File: config.mk
export PLATFORM = sky130hd
export DESIGN_NAME = cliente_cajero_secuenciador_flat
export DESIGN_NICKNAME = d
export VERILOG_FILES = /design/src/rtl/cliente_cajero_secuenciador_pkg.sv /design/src/rtl/cliente_cajero_secuenciador_if.sv /design/src/rtl/cliente_cajero_secuenciador_temporizador.sv /design/src/rtl/cliente_cajero_secuenciador.sv /design/src/flat_wrapper.sv
export SDC_FILE = /design/constraint.sdc
export NUM_CORES = 1
export LEC_CHECK = 0
export BUFFER_PORTS_ARGS = -buffer_cell sky130_fd_sc_hd__clkbuf_2
export CORE_MARGIN = 2
export CORE_UTILIZATION = 30
export CTS_CLUSTER_SIZE = 28
export DETAILED_ROUTE_END_ITERATION = 12
export PLACE_DENSITY = 0.52
export SYNTH_ARGS = -nofsm -noshare
export SYNTH_HDL_FRONTEND = slang
export SYNTH_HIERARCHICAL = 1
export SYNTH_SLANG_ARGS = --single-unit
export TNS_END_PERCENT = 100
File: constraint.sdc
create_clock -name clk -period 2.2 [get_ports clk]
set_input_delay 0.44 -clock clk [delete_from_list [all_inputs] [get_ports clk]]
set_output_delay 0.44 -clock clk [all_outputs]
set_load 0.005 [all_outputs]
File: src/rtl/cliente_cajero_secuenciador_pkg.sv
// Shared definitions for the ATM client sequencer: FSM states, result codes
// and small helpers used by the top and its timer.
package cliente_cajero_secuenciador_pkg;

  typedef enum logic [2:0] {
    ST_IDLE,
    ST_CARD,
    ST_DIGIT,
    ST_GAP,
    ST_PIN_WAIT,
    ST_MONTO,
    ST_RESP_WAIT,
    ST_DONE
  } state_t;

  localparam logic [2:0] RES_DEPOSITO       = 3'd0;
  localparam logic [2:0] RES_RETIRO         = 3'd1;
  localparam logic [2:0] RES_PIN_INCORRECTO = 3'd2;
  localparam logic [2:0] RES_ADVERTENCIA    = 3'd3;
  localparam logic [2:0] RES_BLOQUEO        = 3'd4;
  localparam logic [2:0] RES_FONDOS         = 3'd5;
  localparam logic [2:0] RES_TIMEOUT        = 3'd6;

  // Digit 0 is the most significant nibble of the PIN.
  function automatic logic [3:0] nibble_sel(input logic [15:0] pin, input logic [1:0] idx);
    int sh;
    sh = 12 - 4 * int'(idx);
    return pin[sh +: 4];
  endfunction

  function automatic int max3(input int a, input int b, input int c);
    int m;
    m = (a > b) ? a : b;
    return (m > c) ? m : c;
  endfunction

endpackage

File: src/rtl/cliente_cajero_secuenciador_if.sv
// Host command, ATM control and ATM status signals of the client sequencer.
// master is the sequencer's view; slave is the host/ATM side.
interface cliente_cajero_secuenciador_if;
  logic        CMD_VALID;
  logic        CMD_READY;
  logic [15:0] CMD_PIN;
  logic        CMD_TIPO;
  logic [31:0] CMD_MONTO;
  logic        TARJETA_RECIBIDA;
  logic        TIPO_TRANS;
  logic [3:0]  DIGITO;
  logic        DIGITO_STB;
  logic [31:0] MONTO;
  logic        MONTO_STB;
  logic        PIN_INCORRECTO;
  logic        ADVERTENCIA;
  logic        BLOQUEO;
  logic        BALANCE_ACTUALIZADO;
  logic        ENTREGAR_DINERO;
  logic        FONDOS_INSUFICIENTES;
  logic        RES_VALID;
  logic [2:0]  RES_CODE;

  modport master (
    input  CMD_VALID, CMD_PIN, CMD_TIPO, CMD_MONTO,
    input  PIN_INCORRECTO, ADVERTENCIA, BLOQUEO,
    input  BALANCE_ACTUALIZADO, ENTREGAR_DINERO, FONDOS_INSUFICIENTES,
    output CMD_READY, TARJETA_RECIBIDA, TIPO_TRANS, DIGITO, DIGITO_STB,
    output MONTO, MONTO_STB, RES_VALID, RES_CODE
  );

  modport slave (
    output CMD_VALID, CMD_PIN, CMD_TIPO, CMD_MONTO,
    output PIN_INCORRECTO, ADVERTENCIA, BLOQUEO,
    output BALANCE_ACTUALIZADO, ENTREGAR_DINERO, FONDOS_INSUFICIENTES,
    input  CMD_READY, TARJETA_RECIBIDA, TIPO_TRANS, DIGITO, DIGITO_STB,
    input  MONTO, MONTO_STB, RES_VALID, RES_CODE
  );
endinterface

File: src/rtl/cliente_cajero_secuenciador_temporizador.sv
// Load/count-down timer shared by the digit gap, PIN wait and response wait.
// Loading N-1 makes expired rise on the Nth cycle after the load.
module temporizador_espera #(
  parameter int W = 7
) (
  input  logic         clk,
  input  logic         rst,
  input  logic         load,
  input  logic [W-1:0] value,
  output logic         expired
);

  logic [W-1:0] cnt;

  always_ff @(posedge clk or negedge rst) begin
    if (!rst) begin
      cnt <= '0;
    end else if (load) begin
      cnt <= value;
    end else if (cnt != '0) begin
      cnt <= cnt - 1'b1;
    end
  end

  assign expired = (cnt == '0);

endmodule

File: src/rtl/cliente_cajero_secuenciador.sv
// Client-side ATM driver: accepts one command, inserts the card, keys in the PIN,
// strobes the amount and reports one result code per transaction.
module cliente_cajero_secuenciador
  import cliente_cajero_secuenciador_pkg::*;
#(
  parameter int DIG_GAP      = 4,
  parameter int PIN_WAIT_CYC = 8,
  parameter int TIMEOUT      = 64
) (
  input logic                          clk,
  input logic                          rst,
  cliente_cajero_secuenciador_if.master bus
);

  localparam int TMR_W = $clog2(max3(DIG_GAP, PIN_WAIT_CYC, TIMEOUT) + 1);

  state_t           state;
  state_t           next_state;
  logic [15:0]      pin_reg;
  logic [1:0]       digit_idx;
  logic [2:0]       res_next;
  logic [2:0]       pin_code;
  logic             pin_error;
  logic             handshake;
  logic             tmr_load;
  logic [TMR_W-1:0] tmr_value;
  logic             tmr_expired;

  assign handshake = bus.CMD_VALID & bus.CMD_READY;
  assign pin_error = bus.BLOQUEO | bus.ADVERTENCIA | bus.PIN_INCORRECTO;
  assign pin_code  = bus.BLOQUEO     ? RES_BLOQUEO     :
                     bus.ADVERTENCIA ? RES_ADVERTENCIA : RES_PIN_INCORRECTO;

  temporizador_espera #(.W(TMR_W)) u_tmr (
    .clk     (clk),
    .rst     (rst),
    .load    (tmr_load),
    .value   (tmr_value),
    .expired (tmr_expired)
  );

  always_ff @(posedge clk or negedge rst) begin
    if (!rst) state <= ST_IDLE;
    else      state <= next_state;
  end

  always_comb begin
    next_state = state;
    res_next   = RES_DEPOSITO;
    case (state)
      ST_IDLE:      if (handshake) next_state = ST_CARD;
      ST_CARD:      next_state = ST_DIGIT;
      ST_DIGIT: begin
        if (pin_error) begin
          next_state = ST_DONE;
          res_next   = pin_code;
        end else if (digit_idx == 2'd3) begin
          next_state = ST_PIN_WAIT;
        end else begin
          next_state = ST_GAP;
        end
      end
      ST_GAP: begin
        if (pin_error) begin
          next_state = ST_DONE;
          res_next   = pin_code;
        end else if (tmr_expired) begin
          next_state = ST_DIGIT;
        end
      end
      ST_PIN_WAIT: begin
        if (pin_error) begin
          next_state = ST_DONE;
          res_next   = pin_code;
        end else if (tmr_expired) begin
          next_state = ST_MONTO;
        end
      end
      ST_MONTO:     next_state = ST_RESP_WAIT;
      // Funds shortage wins; a deposit only ends on the balance update and a
      // withdrawal only on cash delivery.
      ST_RESP_WAIT: begin
        if (bus.FONDOS_INSUFICIENTES) begin
          next_state = ST_DONE;
          res_next   = RES_FONDOS;
        end else if (!bus.TIPO_TRANS && bus.BALANCE_ACTUALIZADO) begin
          next_state = ST_DONE;
          res_next   = RES_DEPOSITO;
        end else if (bus.TIPO_TRANS && bus.ENTREGAR_DINERO) begin
          next_state = ST_DONE;
          res_next   = RES_RETIRO;
        end else if (tmr_expired) begin
          next_state = ST_DONE;
          res_next   = RES_TIMEOUT;
        end
      end
      ST_DONE:      next_state = ST_IDLE;
      default:      next_state = ST_IDLE;
    endcase
  end

  always_comb begin
    bus.CMD_READY        = (state == ST_IDLE) & rst;
    bus.TARJETA_RECIBIDA = (state != ST_IDLE) && (state != ST_DONE);
    bus.DIGITO_STB       = (state == ST_DIGIT);
    bus.MONTO_STB        = (state == ST_MONTO);
    bus.RES_VALID        = (state == ST_DONE);
    tmr_load             = 1'b0;
    tmr_value            = '0;
    if (state == ST_DIGIT) begin
      tmr_load  = 1'b1;
      tmr_value = (digit_idx == 2'd3) ? TMR_W'(PIN_WAIT_CYC - 1) : TMR_W'(DIG_GAP - 1);
    end else if (state == ST_MONTO) begin
      tmr_load  = 1'b1;
      tmr_value = TMR_W'(TIMEOUT - 1);
    end
  end

  always_ff @(posedge clk or negedge rst) begin
    if (!rst) begin
      pin_reg        <= '0;
      digit_idx      <= '0;
      bus.TIPO_TRANS <= 1'b0;
      bus.MONTO      <= '0;
      bus.DIGITO     <= '0;
      bus.RES_CODE   <= '0;
    end else begin
      if (handshake) begin
        pin_reg        <= bus.CMD_PIN;
        bus.TIPO_TRANS <= bus.CMD_TIPO;
        bus.MONTO      <= bus.CMD_MONTO;
        digit_idx      <= '0;
      end
      if (state == ST_DIGIT) digit_idx <= digit_idx + 2'd1;
      if (next_state == ST_DIGIT) bus.DIGITO <= nibble_sel(pin_reg, digit_idx);
      if (next_state == ST_DONE) bus.RES_CODE <= res_next;
    end
  end

endmodule
File: src/flat_wrapper.sv
// flat-port wrapper written by rule: the top's interface ports become plain ports
module cliente_cajero_secuenciador_flat import cliente_cajero_secuenciador_pkg::*;
#(
  parameter int DIG_GAP      = 4,
  parameter int PIN_WAIT_CYC = 8,
  parameter int TIMEOUT      = 64
)
  (clk, rst, bus_CMD_VALID, bus_CMD_PIN, bus_CMD_TIPO, bus_CMD_MONTO, bus_PIN_INCORRECTO, bus_ADVERTENCIA, bus_BLOQUEO, bus_BALANCE_ACTUALIZADO, bus_ENTREGAR_DINERO, bus_FONDOS_INSUFICIENTES, bus_CMD_READY, bus_TARJETA_RECIBIDA, bus_TIPO_TRANS, bus_DIGITO, bus_DIGITO_STB, bus_MONTO, bus_MONTO_STB, bus_RES_VALID, bus_RES_CODE);
  cliente_cajero_secuenciador_if bus_i ();
  input logic clk;
  input logic rst;
  input wire logic [$bits(bus_i.CMD_VALID)-1:0] bus_CMD_VALID;
  input wire logic [$bits(bus_i.CMD_PIN)-1:0] bus_CMD_PIN;
  input wire logic [$bits(bus_i.CMD_TIPO)-1:0] bus_CMD_TIPO;
  input wire logic [$bits(bus_i.CMD_MONTO)-1:0] bus_CMD_MONTO;
  input wire logic [$bits(bus_i.PIN_INCORRECTO)-1:0] bus_PIN_INCORRECTO;
  input wire logic [$bits(bus_i.ADVERTENCIA)-1:0] bus_ADVERTENCIA;
  input wire logic [$bits(bus_i.BLOQUEO)-1:0] bus_BLOQUEO;
  input wire logic [$bits(bus_i.BALANCE_ACTUALIZADO)-1:0] bus_BALANCE_ACTUALIZADO;
  input wire logic [$bits(bus_i.ENTREGAR_DINERO)-1:0] bus_ENTREGAR_DINERO;
  input wire logic [$bits(bus_i.FONDOS_INSUFICIENTES)-1:0] bus_FONDOS_INSUFICIENTES;
  output wire logic [$bits(bus_i.CMD_READY)-1:0] bus_CMD_READY;
  output wire logic [$bits(bus_i.TARJETA_RECIBIDA)-1:0] bus_TARJETA_RECIBIDA;
  output wire logic [$bits(bus_i.TIPO_TRANS)-1:0] bus_TIPO_TRANS;
  output wire logic [$bits(bus_i.DIGITO)-1:0] bus_DIGITO;
  output wire logic [$bits(bus_i.DIGITO_STB)-1:0] bus_DIGITO_STB;
  output wire logic [$bits(bus_i.MONTO)-1:0] bus_MONTO;
  output wire logic [$bits(bus_i.MONTO_STB)-1:0] bus_MONTO_STB;
  output wire logic [$bits(bus_i.RES_VALID)-1:0] bus_RES_VALID;
  output wire logic [$bits(bus_i.RES_CODE)-1:0] bus_RES_CODE;
  assign bus_i.CMD_VALID = bus_CMD_VALID;
  assign bus_i.CMD_PIN = bus_CMD_PIN;
  assign bus_i.CMD_TIPO = bus_CMD_TIPO;
  assign bus_i.CMD_MONTO = bus_CMD_MONTO;
  assign bus_i.PIN_INCORRECTO = bus_PIN_INCORRECTO;
  assign bus_i.ADVERTENCIA = bus_ADVERTENCIA;
  assign bus_i.BLOQUEO = bus_BLOQUEO;
  assign bus_i.BALANCE_ACTUALIZADO = bus_BALANCE_ACTUALIZADO;
  assign bus_i.ENTREGAR_DINERO = bus_ENTREGAR_DINERO;
  assign bus_i.FONDOS_INSUFICIENTES = bus_FONDOS_INSUFICIENTES;
  assign bus_CMD_READY = bus_i.CMD_READY;
  assign bus_TARJETA_RECIBIDA = bus_i.TARJETA_RECIBIDA;
  assign bus_TIPO_TRANS = bus_i.TIPO_TRANS;
  assign bus_DIGITO = bus_i.DIGITO;
  assign bus_DIGITO_STB = bus_i.DIGITO_STB;
  assign bus_MONTO = bus_i.MONTO;
  assign bus_MONTO_STB = bus_i.MONTO_STB;
  assign bus_RES_VALID = bus_i.RES_VALID;
  assign bus_RES_CODE = bus_i.RES_CODE;
  cliente_cajero_secuenciador #(.DIG_GAP(DIG_GAP), .PIN_WAIT_CYC(PIN_WAIT_CYC), .TIMEOUT(TIMEOUT)) u_core (.clk(clk), .rst(rst), .bus(bus_i));
endmodule
==> results of run 1 <==
[cells in the mapped netlist (all sizes together) (2+ instances only)]
cell,number,share of area
ha,3,0.012
nand3,3,0.0049
a22o,2,0.0057
nand2,11,0.013
o22ai,4,0.010
clkbuf,7,0.0085
nor4b,3,0.017
xnor2,2,0.0057
a221o,2,0.0065
mux4,4,0.029
or4,2,0.0061
nor2b,3,0.0061
a21oi,7,0.011
dfrtp,68,0.55
o31ai,4,0.0097
nor3,4,0.0065
nand2b,4,0.0081
o21ai,6,0.0097
inv,7,0.0085
o21a,2,0.0049
nor2,10,0.012
buf,4,0.0061
a21boi,2,0.0049
mux2,53,0.19
[report_power, final]
| group | switching (W) | leakage, nW | internal, W | total [W] |
|---|---|---|---|---|
| clock | 0.000471 | 0.102 | 0.000582 | 0.00105 |
| sequential | 0.000339 | 0.843 | 0.00183 | 0.00217 |
| combinational | 0.00106 | 1.07 | 0.00134 | 0.00240 |
[final cells by class]
type	instances	area share
Clock buffer	12	0.03785
Clock inverter	4	0.01160
Inverter	7	0.006410
Multi-Input combinational cell	148	0.3294
Sequential cell	68	0.4151
Tap cell	136	0.04151
Timing Repair Buffer	120	0.1581
[metrics by stage]
| stage | util | total power (W) | worst slack, ns | hold WS [ns] |
|---|---|---|---|---|
| floorplan | - | 0.003580 | 0.04156 | 0.1444 |
| global placement | 0.3799 | 0.004472 | 0.005442 | 0.4771 |
| detailed placement | 0.3799 | 0.004524 | -0.06376 | 0.4804 |
| CTS | 0.4017 | 0.005642 | -0.02149 | 0.3069 |
| global route | 0.4043 | 0.006052 | -0.07560 | 0.3198 |
| finish | 0.4043 | 0.005631 | -0.004179 | 0.2874 |
[metal layers]
| metal | vias up | global-route usage | wire, µm |
|---|---|---|---|
| met2 | 80 | 0.1977 | 3263 |
| met1 | 1117 | 0.1659 | 2964 |
| met5 | - | 0 | 0 |
| met3 | 8 | 0.04700 | 578 |
| li1 | 1090 | - | - |
| met4 | 0 | 0.05143 | 92 |
[path summary, 6_finish.rpt]
kind	startpoint	to	slack, ns	depth (start not counted)
hold / removal	rst	u_core/bus.RES_CODE[2]$_DFFE_PN0N_	0.29	2
max in group asynchronous	rst	u_core/bus.MONTO[26]$_DFFE_PN0P_	1.34	2
setup reg to reg	u_core/u_tmr/cnt[3]$_DFFE_PN0P_	u_core/bus.DIGITO[2]$_DFFE_PN0N_	-0.004	7
setup / recovery	u_core/u_tmr/cnt[3]$_DFFE_PN0P_	u_core/bus.DIGITO[2]$_DFFE_PN0N_	-0.004	7
hold reg to reg	u_core/bus.RES_CODE[1]$_DFFE_PN0N_	u_core/bus.RES_CODE[1]$_DFFE_PN0N_	0.49	1
min in group clk	bus_CMD_MONTO[20]	u_core/bus.MONTO[20]$_DFFE_PN0P_	0.33	2
[timing repair]
action,in CTS,in global routing
hold buffers,0,0
setup buffers,2,0
gates resized for setup,1,6
pin swaps,5,5
setup endpoints to repair,4,7
cloned,0,0
[cell usage in the layout (no fill, tap or decap), types with 4 or more instances in the layout]
cell type / count
mux2_2: 49
mux2_4: 4
o31ai_1: 4
clkbuf_2: 101
clkbuf_8: 11
inv_1: 7
mux4_2: 4
nor2_1: 9
buf_4: 19
nor3_1: 4
dfrtp_1: 68
o21ai_0: 4
a21oi_1: 7
nand2_1: 10
[kinds of logic (layout without fill, tap and decap cells)]
| kind of cell | count (synthesis) | in the layout | share of synthesized area |
|---|---|---|---|
| simple gates | 47 | 47 | 0.09416 |
| other cells | 1 | 1 | 0.001216 |
| xor+xnor | 2 | 2 | 0.005683 |
| mux | 57 | 57 | 0.2228 |
| buf+inv | 18 | 143 | 0.02313 |
| fa+ha+maj | 3 | 3 | 0.01218 |
| compound gates | 38 | 38 | 0.08888 |
| flops | 68 | 68 | 0.5519 |
[critical path, stage by stage, from the launching register on]
cell	delay, ns
dfrtp_1	0.38
or4_4	0.56
nor2_4	0.18
o21a_1	0.18
o22ai_4	0.09
nor4b_4	0.21
buf_4	0.19
mux2_4	0.30
==> results.md, run 1 <==
- In the final routed layout, each cell accounts on average for 13.94 µm.
- For this run, the leading register cell type out of synthesis is dfrtp_1.
- The number of flip-flops under the largest register name is 32.
- The count of endpoints failing hold in the final timing report is 0.
- The synthesized netlist net count is 295.
- The maximum root-to-sink buffer count is 2.
- The count of pins on the block boundary is about 100.
- The clock arrives with about 0.011 ns of skew.
- The detailed placement HPWL is a little under 5 mm.
- The analysis attributes to cell leakage a power of a little over 2 nW.
- The netlist uses 46 different library cells.
- The area of the die is 11100 µm².
- The final weighted congestion in routability-driven placement is 0.7684.
- The mean post-synth cell area is 13.18 µm².
- In this run the core area contains 37 standard-cell rows.
- The cell area that synthesis handed to floorplanning was roughly 3000 µm².
- The number of placed instances, taps included, is roughly 480.
- The initial utilization of the core area, before any placement, comes to 0.3041.
- The post-CTS clock slew at the launch and capture registers of the worst setup and hold paths is roughly 0.080 ns.
- The mean number of vias per cell is 4.636.
- Power spread over the standard cell area amounts to 1374 nW/µm².
- The detailed-routing iteration count for the pre-antenna-repair pass is 4.
- The maximum net fanout on the critical path is 5.
- In this run, synthesis inferred 0 flip-flops with an integrated enable.
- The number of diodes added for antenna fixing is 0.
- The relative slew slack is 0.4248.
- The TritonCTS clock tree is done.
- The share of layout cells above drive strength 1 is 0.5682.
- In this run the worst hold path is classified as input pin to async pin.
- For the pin with the worst max-slew slack, the measured transition is between 0.8 and 0.9 ns.
- Setup violations remaining at the end of the flow were counted as 2.
- The total global routing overflow is 0.
- The final reports fail on negative setup slack.
- The synthesis-to-layout area growth is 32.95%.
- For this run, the number of standard cells in the final layout without fillers is just under 500.
- The flip-flop and latch count after synthesis is 68.
- The maximum number of pins on one net before global-route repair is 69.
- The number of global-route vias before repair is 2321.
- The flow ran to the end, but the final reports show violations.
- The via total after detailed routing is between 2000 and 2500.
- The cell area after placement is roughly 3900 µm².
- The total area inside the core boundary comes to 10140 µm².
- The number of warning messages in the yosys log is 6.
- The residual antenna-violating net count after detailed routing is 0.
- Clock tree synthesis inserted a total of 9 buffers.
- The clock net sink count is about 70.
- Of all flip-flops after synthesis, the portion carrying an async set or reset was 1.000.
- The flip-flop and latch area is roughly 1700 µm².
- The final setup TNS is -0.005791 ns.
- For this run, the total global-route usage over all layers was measured as 0.1292.
- The number of nets in the finished design is 415.
- The worst setup margin is -0.004179 ns.
- For this run, the register share of the synthesized area comes to 0.5519.
- After layout, the minimum clock period comes to 2.204 ns.
- The category of the most critical setup path is flip-flop to flip-flop.
- The detailed router finished its first iteration with 78 violations.
- The number of max-capacitance violations reported is 0.
- The peak supply drop is ~480 µV.
- In the synthesized netlist, the number of instances is ~230.
- The routed design has between 6 and 7 mm of wire.
- The horizontal die dimension is between 100 and 150 µm.
- For this run, the top clock speed supported by timing is between 400 and 500 MHz.
- The first global-routing pass estimated 11.34 mm of wire.
- The initial antenna violation count is 0.
- CTS built an H-tree with a depth of 3.
- STA puts the critical path data required time at 2.42 ns.
- In the routed design, unresolved DRC markers number 0.
- The area of the multi-input gates is about 1400 µm².
- The final count of pins violating max slew was 0.
- The capturing element type of the critical path is a flip-flop.
- The final instance area is 4099 µm².
- Setup repair after global routing could not meet its margin everywhere.
- The number of buffers added on ports is approximately 100.
- The number of fill cells is between 900 and 1000.
- STA classifies the critical path startpoint as a flip-flop.
- The critical path data arrival time is 2.42 ns.
- The clock reaches the later pin of the worst-skew pair after about 0.34 ns.
- CTS placed an instance of clkbuf_8 at the clock tree root.
- Of the available clock period, the critical path in the final layout requires 1.002.
- Measured along the y axis, the die boundary spans roughly 110 µm.
(Power assumes the default switching activity.)
==> inputs of run 2 (changes only) <==
PLACE_DENSITY = 0.5   (was 0.52)
clock period = 2.74 ns   (was 2.2 ns; I/O delays follow)
==> run 2 against run 1 <==
Via count is 1.7% lower. The flow now finishes without violations. Worst setup slack better by 0.27 ns. Total power is 26% lower. Wire length is 4.1% lower. Die area stayed put. Global-route usage is 0.53 points lower. Sequential cell count stayed put. Combinational power is 33% lower. Non-clock buffer count is 13 lower. Largest power group is now registers. Final cell count is 2.6% lower.
==> results.md, run 2 (synthesis gave the netlist of run 1 again) <==
- The initial core utilization is 0.3041.
- On the final layout, the worst clock skew is between 0.01 and 0.015 ns.
- The count of endpoints failing hold in the final timing report is 0.
- Headroom to the max-slew limit came out at 0.4184.
- The final count of pins violating max slew is 0.
- The clock net in this run drives a total of about 70 sinks.
- The number of clock buffers inserted by TritonCTS is 9.
- The nature of the critical path startpoint is a flip-flop.
- After detailed routing, the number of vias per cell comes to 4.680.
- The die covers 11100 µm².
- Subtracting the final worst setup slack from the clock period gives 2.476 ns.
- The critical path goes through inv_1 -> ha_1 -> nand2b_1 -> nor2_1 -> buf_4 -> o21ai_0 -> o2111ai_2 -> nor4b_4 -> mux2_2.
- By startpoint and endpoint, the worst setup path is classified as flip-flop to flip-flop.
- The maximum net fanout on the critical path is 5.
- The final layout contains ~400 nets.
- The maximum number of pins on one net before global-route repair is ~70.
- The residual antenna-violating net count after detailed routing is 0.
- The tool flagged a number of max-cap violations equal to 0.
- In the final layout, the share of cells above drive strength 1 is 0.5434.
- The finished layout holds ~480 standard cells, fillers aside.
- In the final routed layout, each cell accounts on average for roughly 14 µm.
- The horizontal die dimension is between 100 and 150 µm.
- The library cells used most frequently in the layout, excluding fill and tap cells, are 101 x clkbuf_2, 68 x dfrtp_1, 53 x mux2_2.
- The cell at the root of the clock tree is clkbuf_8.
- The portion of total power attributed to the clock network is 0.168.
- The run finished with clean final reports.
- The total length of routed wires is about 6.6 mm.
- Of the total power, the share spent switching nets is 0.3450.
- The level count of the clock H-tree is 3.
- The detailed-routing iteration count for the pre-antenna-repair pass is 4.
- Counting tap cells, the placed design contains a total of approximately 470 instances.
- The delay contributed by the slowest stage of the critical path is approximately 0.43 ns.
- The part of the cycle the worst path needs is 0.9037.
- The power per cell area is roughly 1100 nW/µm².
- The initial antenna violation count was 0.
- The fraction of power consumed by combinational cells is 0.388.
- The maximum root-to-sink buffer count is 2.
- At the end of routability-driven placement, the weighted congestion stood at between 0.7 and 0.8.
- In this run, post-CTS repair resized a total of 0 instances.
- The floorplan has 37 rows.
- The all-layer global routing usage is 0.1239.
- The routed layout has between 2000 and 2500 vias.
- The number of diodes added for antenna fixing is 0.
- Counting the fill cells in the layout gives between 1000 and 1500.
- At the pin with the least slew margin, the transition time is approximately 0.87 ns.
- The min-delay analysis places its worst path in the category input pin to async pin.
- The number of buffers added on ports is 102.
- The number of global-route vias before repair was between 2000 and 2500.
- The critical path data arrival time is 2.69 ns.
- The cell-internal power is approximately 0.0027 W.
- The peak supply drop is 434.6 µV.
- Setup repair after global routing left no endpoint under its margin.
- The register with the most flip-flops in the layout has 32 of them.
- The hold-fix buffer count after cts is 0.
- The library cell used most frequently in the layout, excluding fill and tap cells, is clkbuf_2.
- The first-pass GRT wire length is around 11 mm.
- Summed over all nets, the switching power comes to ~0.0014 W.
- Among all stages on the critical path, the largest delay is contributed by nor4b_4.
- After routing, the total negative slack on setup checks comes to 0 ns.
- The detailed router's first-iteration violation count is between 50 and 60.
- The die is approximately 110 µm tall.
- The detailed placement HPWL is around 4.8 mm.
- The later pin in the worst-skew pair is clocked with a latency of between 0.3 and 0.4 ns.
- Pin placement for this block handled between 100 and 150 I/O pins.
- Summed over all cells, the static leakage comes to between 1.5 and 2 nW.
- The endpoint required time on the critical path is 2.96 ns.
- Of the total power, registers draw 0.444.
- The core outline area is around 10000 µm².
- Clock-pin slew was measured on the worst setup and hold paths at around 0.08 ns.
- The maximum operating frequency is between 400 and 500 MHz.
- The worst setup path is captured at a flip-flop.
- The TritonCTS clock tree is done.
- The total global routing overflow is 0.
- The final count of negative-setup-slack endpoints is 0.
- The post-CTS setup repair buffer count is 0.
- From synthesis to final layout, the design area changed by 27.19%.
- The count of unresolved DRC violations after routing is 0.
-- run 2: cell types whose count changed in the layout (fill, tap and decap cells not counted), sizes merged --
cell      change
buf          -13
clkinv        +3
clkinvlp      -1
bufinv        -1
clkbuf        -1
-- run 2: worst paths after layout --
| path | cells past startpoint | end | slack, ns | from |
|---|---|---|---|---|
| max | 9 | u_core/bus.DIGITO[3]$_DFFE_PN0N_ | 0.26 | u_core/u_tmr/cnt[0]$_DFFE_PN0P_ |
| min | 2 | u_core/state[2]$_DFF_PN0_ | 0.40 | rst |
| max reg2reg | 9 | u_core/bus.DIGITO[3]$_DFFE_PN0N_ | 0.26 | u_core/u_tmr/cnt[0]$_DFFE_PN0P_ |
| min reg2reg | 1 | u_core/bus.RES_CODE[1]$_DFFE_PN0N_ | 0.50 | u_core/bus.RES_CODE[1]$_DFFE_PN0N_ |
| max in group asynchronous | 2 | u_core/bus.DIGITO[3]$_DFFE_PN0N_ | 1.76 | rst |
| min in group clk | 2 | u_core/bus.MONTO[25]$_DFFE_PN0P_ | 0.44 | bus_CMD_MONTO[25] |
-- run 2: area by class of cell --
type / count / area [µm²] / area share
sequential: 68 / 1702 / 0.4339
tap: 136 / 170.2 / 0.04339
timing repair buffer: 107 / 550.5 / 0.1404
inverter: 7 / 26.28 / 0.006701
clock buffer: 11 / 131.4 / 0.03350
clock inverter: 5 / 28.78 / 0.007339
multi-input combinational: 148 / 1313 / 0.3347
-- run 2: layer usage --
metal	global-route usage	share of wire	up-vias
li1	-	-	1063
met1	0.1570	0.43	1107
met2	0.1940	0.48	76
met3	0.04700	0.080	10
met4	0.04286	0.012	0
met5	0	0	-
-- run 2: power groups by stage --
stage / clock [W] / combinational, W / sequential, W
CTS: 0.000734 / 0.00164 / 0.00184
global placement: 0 / 0.00162 / 0.00184
floorplan: 0 / 0.00112 / 0.00174
detailed placement: 0 / 0.00163 / 0.00186
global route: 0.000777 / 0.00179 / 0.00191
finish: 0.000697 / 0.00161 / 0.00184
-- run 2: per-stage QoR --
| step | util | hold WS (ns) | total power [W] | setup slack, ns | instance area [µm²] |
|---|---|---|---|---|---|
| floorplan | - | 0.2524 | 0.002866 | 0.4153 | 3083 |
| global placement | 0.3710 | 0.4749 | 0.003458 | 0.3785 | 3761 |
| detailed placement | 0.3710 | 0.4783 | 0.003486 | 0.2774 | 3761 |
| CTS | 0.3868 | 0.4165 | 0.004213 | 0.2578 | 3921 |
| global route | 0.3868 | 0.4137 | 0.004474 | 0.05664 | 3921 |
| finish | 0.3868 | 0.4009 | 0.004145 | 0.2638 | 3921 |
-- run 2: critical path: cells and delay by family (launching register included) --
family          cells  cell delay (ns)
mux                 1             0.38
fa+ha+maj           1             0.25
compound gates      2             0.41
buf+inv             2             0.26
simple gates        3             0.68
flops               1             0.39
==> inputs of run 3 (changes only) <==
BUFFER_PORTS_ARGS = -buffer_cell sky130_fd_sc_hd__buf_2   (was -buffer_cell sky130_fd_sc_hd__clkbuf_2)
==> run 3 against run 2 <==
Utilization increased by 0.63 points. Cell area up 1.6%. Critical path type unchanged. Clock-buffer cell count decreased by 2. Sequential cell count unchanged. Global-route usage down 0.34 points. Clock power grew 32%. Non-clock buffer count is the same. Critical path depth is the same.
==> results.md, run 3 (synthesis gave the netlist of run 1 again) <==
- The run finished with clean final reports.
- For this run, the post-layout net count is around 400.
- Setup repair after global routing left no endpoint under its margin.
- The clock period could shrink to approximately 2.4 ns.
- The clock net sink count is between 60 and 70.
- The hold-fix buffer count after cts is 0.
- On the worst path, the slowest cell contributes a delay of 0.42 ns.
- The category of the most critical setup path is flip-flop to flip-flop.
- For the worst setup path, the data required time is roughly 3.0 ns.
- For this run, design rule violations remaining after detail routing come to 0.
- The number of max-capacitance violations reported is 0.
- Along the worst path, the maximum fanout reaches 5.
- In the final layout, the share of cells above drive strength 1 is 0.5491.
- The maximum operating frequency is a little over 400 MHz.
- In the global route stage, overall resource usage came out at 0.1205.
- On the final layout, the worst clock skew is between 0.01 and 0.015 ns.
- The region available for standard cell placement spans 10140 µm².
- The setup check on the worst reg-to-reg path leaves a slack of between 0.3 and 0.4 ns.
- Routability-driven placement finished with a final weighted congestion of about 0.8.
- The mean number of vias per cell is 4.639.
- The nature of the critical path startpoint is a flip-flop.
- The cell type of the slowest stage on the worst timing path is nor4b_4.
- The first global-routing pass estimated approximately 11 mm of wire.
- The count of endpoints failing hold in the final timing report was 0.
- After layout, the design draws a total of about 0.0044 W.
- The final setup TNS is 0 ns.
- At the worst endpoint, the arrival time is 2.65 ns.
- The tightest min-delay check is of the input pin to async pin type.
- After filler insertion, the fill cell instance count of the layout stands at roughly 1000.
- Measured against its own limit, the worst slew margin works out to 0.4156.
- The signal on the critical path passes through inv_1 -> ha_1 -> nand2b_1 -> nor2_1 -> buf_4 -> o21ai_0 -> o2111ai_2 -> nor4b_4 -> mux2_2.
- For the pin with the worst max-slew slack, the measured transition is around 0.88 ns.
- The chip height is around 110 µm.
- Counting along the longest clock path gives a buffer depth of 2.
- The final count of negative-setup-slack endpoints is 0.
- The area growth from synthesis to layout is 29.26%.
- The detailed placement HPWL is about 5 mm.
- In this run the remaining antenna-violating nets after routing total 0.
- The number of global-route vias before repair is between 2000 and 2500.
- The routed length per placed instance is 13.98 µm.
- The post-CTS clock slew at the launch and capture registers of the worst setup and hold paths is ~0.08 ns.
- The initial antenna violation count was 0.
- Leaving out fill and tap cells, the most frequent cell in the layout is buf_2.
- The horizontal die dimension is 105.4 µm.
- For the worst flop-to-flop path, the logic depth is 9.
- In this run the number of H-tree levels came out at 3.
- Across all layers, the routed design uses 2236 vias.
- Port buffering added 102 buffers.
- After global routing the overflow that remains totals 0.
- The static power due to leakage is around 1.9 nW.
- The post-CTS setup repair buffer count is 0.
- The total length of routed wires is 6.736 mm.
- Of the available clock period, the critical path in the final layout requires 0.8888.
- The repair_antennas step left the layout with diodes totalling 0.
- The register with the most flip-flops in the layout has 32 of them.
- Power spread over the standard cell area amounts to ~1100 nW/µm².
- The TritonCTS clock tree is done.
- The final count of pins violating max slew is 0.
- The peak supply drop is 393.4 µV.
- The initial core utilization is 0.3041.
- The root buffer cell chosen for the clock tree is clkbuf_8.
- The total of cells resized after clock tree synthesis is 0.
- Entering global routing, the biggest net connects 69 pins.
- At the later pin of the worst-skew pair, clock insertion delay measures roughly 0.33 ns.
- In this run, CTS created clock tree buffers numbering 9.
- The total number of placement rows is 37.
- The first TritonRoute pass finished after 4 iterations.
- The floorplan step defined a die boundary enclosing approximately 11000 µm².
- During I/O placement, the number of pins put on the boundary was approximately 100.
- The capturing element type of the critical path is a flip-flop.
- Leaving out fill and tap cells, the most frequent cells in the layout are 101 x buf_2, 68 x dfrtp_1, 53 x mux2_2.
- The detailed router's first-iteration violation count is 54.
## run 3: cell types whose count changed in the layout (fill, tap and decap cells not counted)
cell / delta
buf_2: +101
clkbuf_2: -101
clkinv_2: -3
bufinv_16: +2
clkbuf_1: -2
clkinv_4: +2
inv_6: +1
## run 3: final cells by class
cell class	instances	area (µm²)	area share
inverters	7	26.28	0.006593
clock inverters	7	100.1	0.02512
repair buffers	107	550.5	0.1381
flip-flops and latches	68	1702	0.4270
clock buffers	9	123.9	0.03108
well taps	136	170.2	0.04270
multi-input cells	148	1313	0.3294
## run 3: report_power, final
group,internal (W),switching [W]
logic,0.000923,0.000692
registers,0.00147,0.000359
clock network,0.000519,0.000402
## run 3: final timing paths
path | end | start
max | u_core/bus.DIGITO[3]$_DFFE_PN0N_ | u_core/u_tmr/cnt[0]$_DFFE_PN0P_
min | u_core/state[2]$_DFF_PN0_ | rst
max reg2reg | u_core/bus.DIGITO[3]$_DFFE_PN0N_ | u_core/u_tmr/cnt[0]$_DFFE_PN0P_
min reg2reg | u_core/bus.RES_CODE[1]$_DFFE_PN0N_ | u_core/bus.RES_CODE[1]$_DFFE_PN0N_
max in group asynchronous | u_core/pin_reg[4]$_DFFE_PN0P_ | rst
min in group clk | u_core/pin_reg[6]$_DFFE_PN0P_ | bus_CMD_PIN[6]
## run 3: layer usage
layer,vias up,GRT usage,routed length [µm]
met5,-,0,0
met4,0,0.04571,19
met3,2,0.04020,479
met2,69,0.1885,3310
met1,1097,0.1544,2927
li1,1068,-,-
## run 3: critical path: cells and delay by family, from the launching register on
| kind | cells | cell delay (ns) |
|---|---|---|
| DFF | 1 | 0.39 |
| adders and majority gates | 1 | 0.24 |
| buffers and inverters | 2 | 0.25 |
| muxes | 1 | 0.37 |
| and+or+nand+nor | 3 | 0.65 |
| AOI/OAI and AO/OA | 2 | 0.40 |
## run 3: stage by stage
stage | worst slack [ns] | area [µm²] | utilization | hold slack [ns] | cells
after floorplan | 0.4153 | 3083 | - | 0.2524 | 234
after global placement | 0.3756 | 3761 | 0.3710 | 0.4699 | 466
after detailed placement | 0.3155 | 3761 | 0.3710 | 0.4738 | 466
after CTS | 0.2907 | 3985 | 0.3931 | 0.4140 | 482
after global routing | 0.1798 | 3985 | 0.3931 | 0.4147 | 482
final | 0.3047 | 3985 | 0.3931 | 0.4043 | 482
